**src/rtl/bram_port_master_if.sv**
```systemverilog
// Request/response channel plus RAM port pins of bram_port_master.
// master = the front-end block's view, slave = client logic and RAM side.
interface bram_port_master_if #(
    parameter int NB_COL     = 4,
    parameter int COL_WIDTH  = 8,
    parameter int ADDR_WIDTH = 9
);
    localparam int W = NB_COL * COL_WIDTH;

    logic                  req_valid;
    logic                  req_ready;
    logic [NB_COL-1:0]     req_we;
    logic [ADDR_WIDTH-1:0] req_addr;
    logic [W-1:0]          req_wdata;
    logic                  rsp_valid;
    logic                  rsp_ready;
    logic [W-1:0]          rsp_rdata;
    logic                  idle;
    logic                  bram_en;
    logic [NB_COL-1:0]     bram_we;
    logic [ADDR_WIDTH-1:0] bram_addr;
    logic [W-1:0]          bram_din;
    logic                  bram_regce;
    logic                  bram_rst;
    logic [W-1:0]          bram_dout;

    modport master (
        input  req_valid, req_we, req_addr, req_wdata, rsp_ready, bram_dout,
        output req_ready, rsp_valid, rsp_rdata, idle,
               bram_en, bram_we, bram_addr, bram_din, bram_regce, bram_rst
    );

    modport slave (
        output req_valid, req_we, req_addr, req_wdata, rsp_ready, bram_dout,
        input  req_ready, rsp_valid, rsp_rdata, idle,
               bram_en, bram_we, bram_addr, bram_din, bram_regce, bram_rst
    );
endinterface

```
**src/rtl/bram_port_master.sv**
```systemverilog
// Drives one byte-enable BRAM port from a valid/ready request channel, returns read data in order.
// Read latency READ_LATENCY+1 to rsp_valid; reads are credit-gated so a stalled consumer never drops data.
module bram_port_master #(
    parameter int NB_COL       = 4,
    parameter int COL_WIDTH    = 8,
    parameter int ADDR_WIDTH   = 9,
    parameter int READ_LATENCY = 2,
    parameter int RESP_DEPTH   = 4
) (
    input  logic                clk,
    input  logic                rst,
    bram_port_master_if.master  bus
);
    localparam int W  = NB_COL * COL_WIDTH;
    localparam int CW = $clog2(RESP_DEPTH + 1);
    localparam int PW = $clog2(RESP_DEPTH);

    logic                    req_ready_q;
    logic [CW-1:0]           credits;
    logic [CW-1:0]           credits_nxt;
    logic [READ_LATENCY-1:0] tok;
    logic [W-1:0]            fifo_mem [RESP_DEPTH];
    logic [PW:0]             wr_ptr;
    logic [PW:0]             rd_ptr;
    logic                    fire;
    logic                    rd_fire;
    logic                    fifo_empty;
    logic                    pop;
    logic                    push;

    assign fire       = bus.req_valid & bus.req_ready;
    assign rd_fire    = fire & ~(|bus.req_we);
    assign fifo_empty = (wr_ptr == rd_ptr);
    assign pop        = ~fifo_empty & bus.rsp_ready;
    assign push       = tok[READ_LATENCY-1];

    // RAM port is a pure function of the accepted request
    assign bus.bram_en    = fire;
    assign bus.bram_we    = bus.req_we & {NB_COL{fire}};
    assign bus.bram_addr  = bus.req_addr;
    assign bus.bram_din   = bus.req_wdata;
    assign bus.bram_regce = (READ_LATENCY == 2) ? tok[0] : 1'b0;
    assign bus.bram_rst   = 1'b0;

    assign bus.req_ready = req_ready_q & ~rst;
    assign bus.rsp_valid = ~fifo_empty;
    assign bus.rsp_rdata = fifo_empty ? '0 : fifo_mem[rd_ptr[PW-1:0]];
    assign bus.idle      = (credits == CW'(RESP_DEPTH));

    // Writes need a credit to pass the ready gate but only reads consume one
    always_comb begin
        credits_nxt = credits;
        case ({rd_fire, pop})
            2'b10:   credits_nxt = credits - 1'b1;
            2'b01:   credits_nxt = credits + 1'b1;
            default: credits_nxt = credits;
        endcase
    end

    always_ff @(posedge clk or posedge rst) begin
        if (rst) begin
            credits     <= CW'(RESP_DEPTH);
            req_ready_q <= 1'b1;
            tok         <= '0;
            wr_ptr      <= '0;
            rd_ptr      <= '0;
        end else begin
            credits     <= credits_nxt;
            req_ready_q <= (credits_nxt != '0);
            tok         <= (tok << 1) | READ_LATENCY'(rd_fire);
            if (push) wr_ptr <= wr_ptr + 1'b1;
            if (pop)  rd_ptr <= rd_ptr + 1'b1;
        end
    end

    // Storage needs no reset: the pointers alone define what is valid
    always_ff @(posedge clk) begin
        if (push) fifo_mem[wr_ptr[PW-1:0]] <= bus.bram_dout;
    end
endmodule

```
**src/flat_wrapper.sv**
```systemverilog
// flat-port wrapper written by rule: the top's interface ports become plain ports
module bram_port_master_flat 
#(
    parameter int NB_COL       = 4,
    parameter int COL_WIDTH    = 8,
    parameter int ADDR_WIDTH   = 9,
    parameter int READ_LATENCY = 2,
    parameter int RESP_DEPTH   = 4
)
  (clk, rst, bus_req_valid, bus_req_we, bus_req_addr, bus_req_wdata, bus_rsp_ready, bus_bram_dout, bus_req_ready, bus_rsp_valid, bus_rsp_rdata, bus_idle, bus_bram_en, bus_bram_we, bus_bram_addr, bus_bram_din, bus_bram_regce, bus_bram_rst);
  bram_port_master_if #(.NB_COL(NB_COL), .COL_WIDTH(COL_WIDTH), .ADDR_WIDTH(ADDR_WIDTH)) bus_i ();
  input  logic clk;
  input  logic rst;
  input wire logic [$bits(bus_i.req_valid)-1:0] bus_req_valid;
  input wire logic [$bits(bus_i.req_we)-1:0] bus_req_we;
  input wire logic [$bits(bus_i.req_addr)-1:0] bus_req_addr;
  input wire logic [$bits(bus_i.req_wdata)-1:0] bus_req_wdata;
  input wire logic [$bits(bus_i.rsp_ready)-1:0] bus_rsp_ready;
  input wire logic [$bits(bus_i.bram_dout)-1:0] bus_bram_dout;
  output wire logic [$bits(bus_i.req_ready)-1:0] bus_req_ready;
  output wire logic [$bits(bus_i.rsp_valid)-1:0] bus_rsp_valid;
  output wire logic [$bits(bus_i.rsp_rdata)-1:0] bus_rsp_rdata;
  output wire logic [$bits(bus_i.idle)-1:0] bus_idle;
  output wire logic [$bits(bus_i.bram_en)-1:0] bus_bram_en;
  output wire logic [$bits(bus_i.bram_we)-1:0] bus_bram_we;
  output wire logic [$bits(bus_i.bram_addr)-1:0] bus_bram_addr;
  output wire logic [$bits(bus_i.bram_din)-1:0] bus_bram_din;
  output wire logic [$bits(bus_i.bram_regce)-1:0] bus_bram_regce;
  output wire logic [$bits(bus_i.bram_rst)-1:0] bus_bram_rst;
  assign bus_i.req_valid = bus_req_valid;
  assign bus_i.req_we = bus_req_we;
  assign bus_i.req_addr = bus_req_addr;
  assign bus_i.req_wdata = bus_req_wdata;
  assign bus_i.rsp_ready = bus_rsp_ready;
  assign bus_i.bram_dout = bus_bram_dout;
  assign bus_req_ready = bus_i.req_ready;
  assign bus_rsp_valid = bus_i.rsp_valid;
  assign bus_rsp_rdata = bus_i.rsp_rdata;
  assign bus_idle = bus_i.idle;
  assign bus_bram_en = bus_i.bram_en;
  assign bus_bram_we = bus_i.bram_we;
  assign bus_bram_addr = bus_i.bram_addr;
  assign bus_bram_din = bus_i.bram_din;
  assign bus_bram_regce = bus_i.bram_regce;
  assign bus_bram_rst = bus_i.bram_rst;
  bram_port_master #(.NB_COL(NB_COL), .COL_WIDTH(COL_WIDTH), .ADDR_WIDTH(ADDR_WIDTH), .READ_LATENCY(READ_LATENCY), .RESP_DEPTH(RESP_DEPTH)) u_core (.clk(clk), .rst(rst), .bus(bus_i));
endmodule
```
**config.mk**
```make
export PLATFORM = sky130hd
export DESIGN_NAME = bram_port_master_flat
export DESIGN_NICKNAME = d
export VERILOG_FILES = /design/src/rtl/bram_port_master_if.sv /design/src/rtl/bram_port_master.sv /design/src/flat_wrapper.sv
export SDC_FILE = /design/constraint.sdc
export NUM_CORES = 1
export LEC_CHECK = 0
export CORE_MARGIN = 2
export CORE_UTILIZATION = 48
export DETAILED_ROUTE_END_ITERATION = 10
export HOLD_SLACK_MARGIN = 0.02
export PLACE_DENSITY = 0.86
export SETUP_SLACK_MARGIN = 0.4
export SYNTH_ARGS = -nofsm -noshare
export SYNTH_HDL_FRONTEND = slang
export SYNTH_SLANG_ARGS = --single-unit
```
**constraint.sdc**
```tcl
create_clock -name clk -period 2.8 [get_ports clk]
set_input_delay 0.7 -clock clk [delete_from_list [all_inputs] [get_ports clk]]
set_output_delay 0.7 -clock clk [all_outputs]
set_load 0.1 [all_outputs]
```
==> flow_summary.yaml <==
run_status:
  outcome: "finished, final reports clean"
clock_tree:
  clock-sinks: 140
  numCtsBuffers: 17
  insertion_delay_ns: 0.41
  clock_tree.root_cell: "clkbuf_16"
  cts_buffer_depth: 2
  hold_buffers: 0
  clkSlewWorstSetupHoldPaths_ns: 0.05
  cts_max_level: 4
  cts_tree: "done"
cells_and_area:
  post-route-cell-area_um2: 8160
  drive_above_1_share_pct: 47.0
  final_cell_mix: "edfxtp_1 (128), buf_12 (47), clkdlybuf4s50_1 (38)"
  areaGrowthSynthToFinish_pct: 38.2
  final_cells: 547
  final_common_cell: "edfxtp_1"
  nNetsFinal: 475
  diodes: 0
timing:
  min_period_over_period_pct: 95.6
  finalSetupViolCount: 0
  worst_hold_slack_ns: 0.433
  rsz0062_at_grt: "true"
  relSlewSlack_pct: 54.7
  hold_viol_final: 0
  fin_crit_ns: 2.68
  worst_slew_pin_slew_ns: 0.679
  finalSetupTns_ns: 0
  fmax_mhz: 374
  fin_ws_ns: 0.123
  maxSlewViolCount: 0
  finalClockSkew_ns: 0.00762
floorplan:
  row_count: 40
  die-area_um2: 13200
  num_io_pins: 164
  die_w_um: 115
  die_h_um: 115
  initial_core_util_pct: 49.1
  coreArea_um2: 12000
global_route:
  grt_pass1_vias: 3210
  gr-total-overflow: 0
  track_usage_pct: 18.1
  grt_antenna_before_repair: 0
  grt_max_degree: 36
  grt_pass1_wl_um: 17200
worst_setup_path:
  reg2reg_setup_slack_ns: 0.21
  worstPathArrival_ns: 1.98
  criticalPathCategory: "flip-flop to primary output"
  path_common_cell: "buf_12"
  path_max_fanout: 3
  slowest_stage: "dfrtp_2"
  r2r-start: "u_core.rd_ptr[0]"
  cp.required_ns: 2.10
  setup.worst_path.start_class: "flip-flop"
  cp_cell_sequence: "buf_6 > xor2_4 > nor3_4 > buf_12 > buf_12 > and2b_2 > buf_12"
  max_stage_delay_ns: 0.43
  cp-end-kind: "primary output"
  startpoint: "u_core.rd_ptr[0]"
routing:
  vias: 2924
  viasPerCell: 5.35
  ant_nets: 0
  drtIter0Drc: 137
  top_layer: "met4"
  dr_wl_met2_um: 5830
  drc: 0
  wl_met1_um: 4190
  drt-pass1-iter-count: 4
  met3WireLength_um: 686
  wl_per_cell_um: 20.0
  wl_um: 10900
synth:
  ys_types: 34
  ys_warn_count: 0
  synth_nets: 399
  yosysSeqAreaShare_pct: 70.2
  syn_avg_cell_area_um2: 19.0
  syn_area_um2: 5900
  synthCells: 311
  synth-seq-cells: 140
power_and_ir_drop:
  power_density_nw_per_um2: 574
  seq_power_share_pct: 48.7
  comb_power_share_pct: 1.8
  p_leak_nw: 2.93
  switching_share_pct: 17.3
  p_clk_share_pct: 49.4
  internal-power_mw: 3.87
  max-vdd-ir-drop_uv: 358
  power_switching_uw: 811
worst_hold_path:
  holdCritStartpoint: "u_core.tok[0]"
  hp-class: "flip-flop to flip-flop"
placed_design:
  dp_hpwl_um: 6970
  placed_cells: 499
  place_ws_ns: -0.0748
  gp_congestion: 0.778
  port_buffers: 80
  placed_cell_area_um2: 7250
flow_run:
  maxCapViolCount: 0
## power groups by stage
stage | logic (mW) | registers [mW] | clock network [mW]
finish | 0.0859 | 2.28 | 2.31
global route | 0.0926 | 2.28 | 2.45
CTS | 0.0866 | 2.28 | 2.35
detailed placement | 0.0869 | 2.32 | 0
global placement | 0.0813 | 2.32 | 0
floorplan | 0.287 | 2.33 | 0
## worst max-delay path: cells and delay by family (launching register included)
kind	cells	cell delay [ns]
AND/OR/NAND/NOR	2	0.41
XOR/XNOR	1	0.16
buffers and inverters	4	0.57
flip-flops	1	0.43
## flip-flops by register name, indices dropped and copies added (netlist names)
name	flops
u_core.fifo_mem	128
u_core.rd_ptr	3
u_core.credits	3
u_core.req_ready_q	1
u_core.tok	2
u_core.wr_ptr	3
## final cells by class
cell class              instances  area (µm²)
flip-flops and latches        140        4150
fillers                       757        3850
multi-input cells             111        1610
repair buffers                110        1560
clock buffers                  26         519
well taps                     147         184
clock inverters                 6         106
inverters                       7        26.3
## per-layer routing
| layer | vias up | track usage, % |
|---|---|---|
| met5 | - | 0 |
| met4 | 0 | 8.27 |
| met3 | 35 | 5.54 |
| met2 | 96 | 30.2 |
| met1 | 1499 | 21.7 |
| li1 | 1294 | - |
## final timing paths
check                           depth (start not counted)                  to
worst min-delay path                                    0       u_core.tok[1]
min in group asynchronous                               2       u_core.tok[1]
worst max-delay path                                    7   bus_rsp_rdata[25]
max in group asynchronous                               2    u_core.rd_ptr[1]
worst max register to register                         11  u_core.req_ready_q
worst min register to register                          0       u_core.tok[1]
## per-stage QoR
step / util (%) / power [mW]
final: 67.9 / 4.68
after global routing: 67.9 / 4.82
after detailed placement: 60.3 / 2.41
after floorplan: - / 2.61
after global placement: 60.3 / 2.41
after CTS: 67.8 / 4.72
## cell families (layout without fill, tap and decap cells)
| family | Yosys count | after routing | share of synthesized area, % |
|---|---|---|---|
| DFF | 140 | 140 | 70.2 |
| muxes | 33 | 33 | 12.6 |
| other | 1 | 1 | 0.0635 |
| adders and majority gates | 7 | 7 | 1.61 |
| and+or+nand+nor | 54 | 54 | 6.10 |
| buffers and inverters | 60 | 149 | 7.14 |
| xor gates and xnor gates | 9 | 9 | 1.46 |
| AOI/OAI and AO/OA | 7 | 7 | 0.784 |
## repair_timing
action,CTS,global route
resized for setup,28,2
pin swaps,2,0
buffers inserted,15,0
gates cloned,1,0
endpoints found under the setup margin,40,36
## cell usage after synthesis
master | instances | area [µm²]
xor2_2 | 1 | 16.3
fa_1 | 1 | 20.0
dfstp_2 | 2 | 52.6
or3_1 | 1 | 6.26
nand3_1 | 1 | 5.00
buf_6 | 4 | 45.0
buf_4 | 42 | 315
o311ai_1 | 1 | 8.76
nor4_1 | 2 | 12.5
nor2_1 | 1 | 3.75
nor2b_1 | 28 | 175
nor2b_4 | 3 | 41.3
mux4_1 | 3 | 78.8
a21o_1 | 1 | 7.51
nor3_2 | 1 | 10.0
buf_2 | 7 | 35.0
xnor2_1 | 3 | 26.3
mux2_2 | 1 | 11.3
inv_1 | 7 | 26.3
ha_1 | 6 | 75.1
o21bai_1 | 1 | 7.51
and2b_1 | 2 | 15.0
and3_1 | 5 | 31.3
edfxtp_1 | 128 | 3840
and2_1 | 5 | 31.3
mux4_2 | 29 | 653
nor3b_1 | 2 | 15.0
conb_1 | 1 | 3.75
xor2_1 | 5 | 43.8
o31ai_1 | 1 | 7.51
nand2_1 | 2 | 7.51
o21ai_0 | 3 | 15.0
dfrtp_1 | 10 | 250
nand2b_1 | 1 | 6.26
Note: power is estimated with default switching activity, not from simulation.
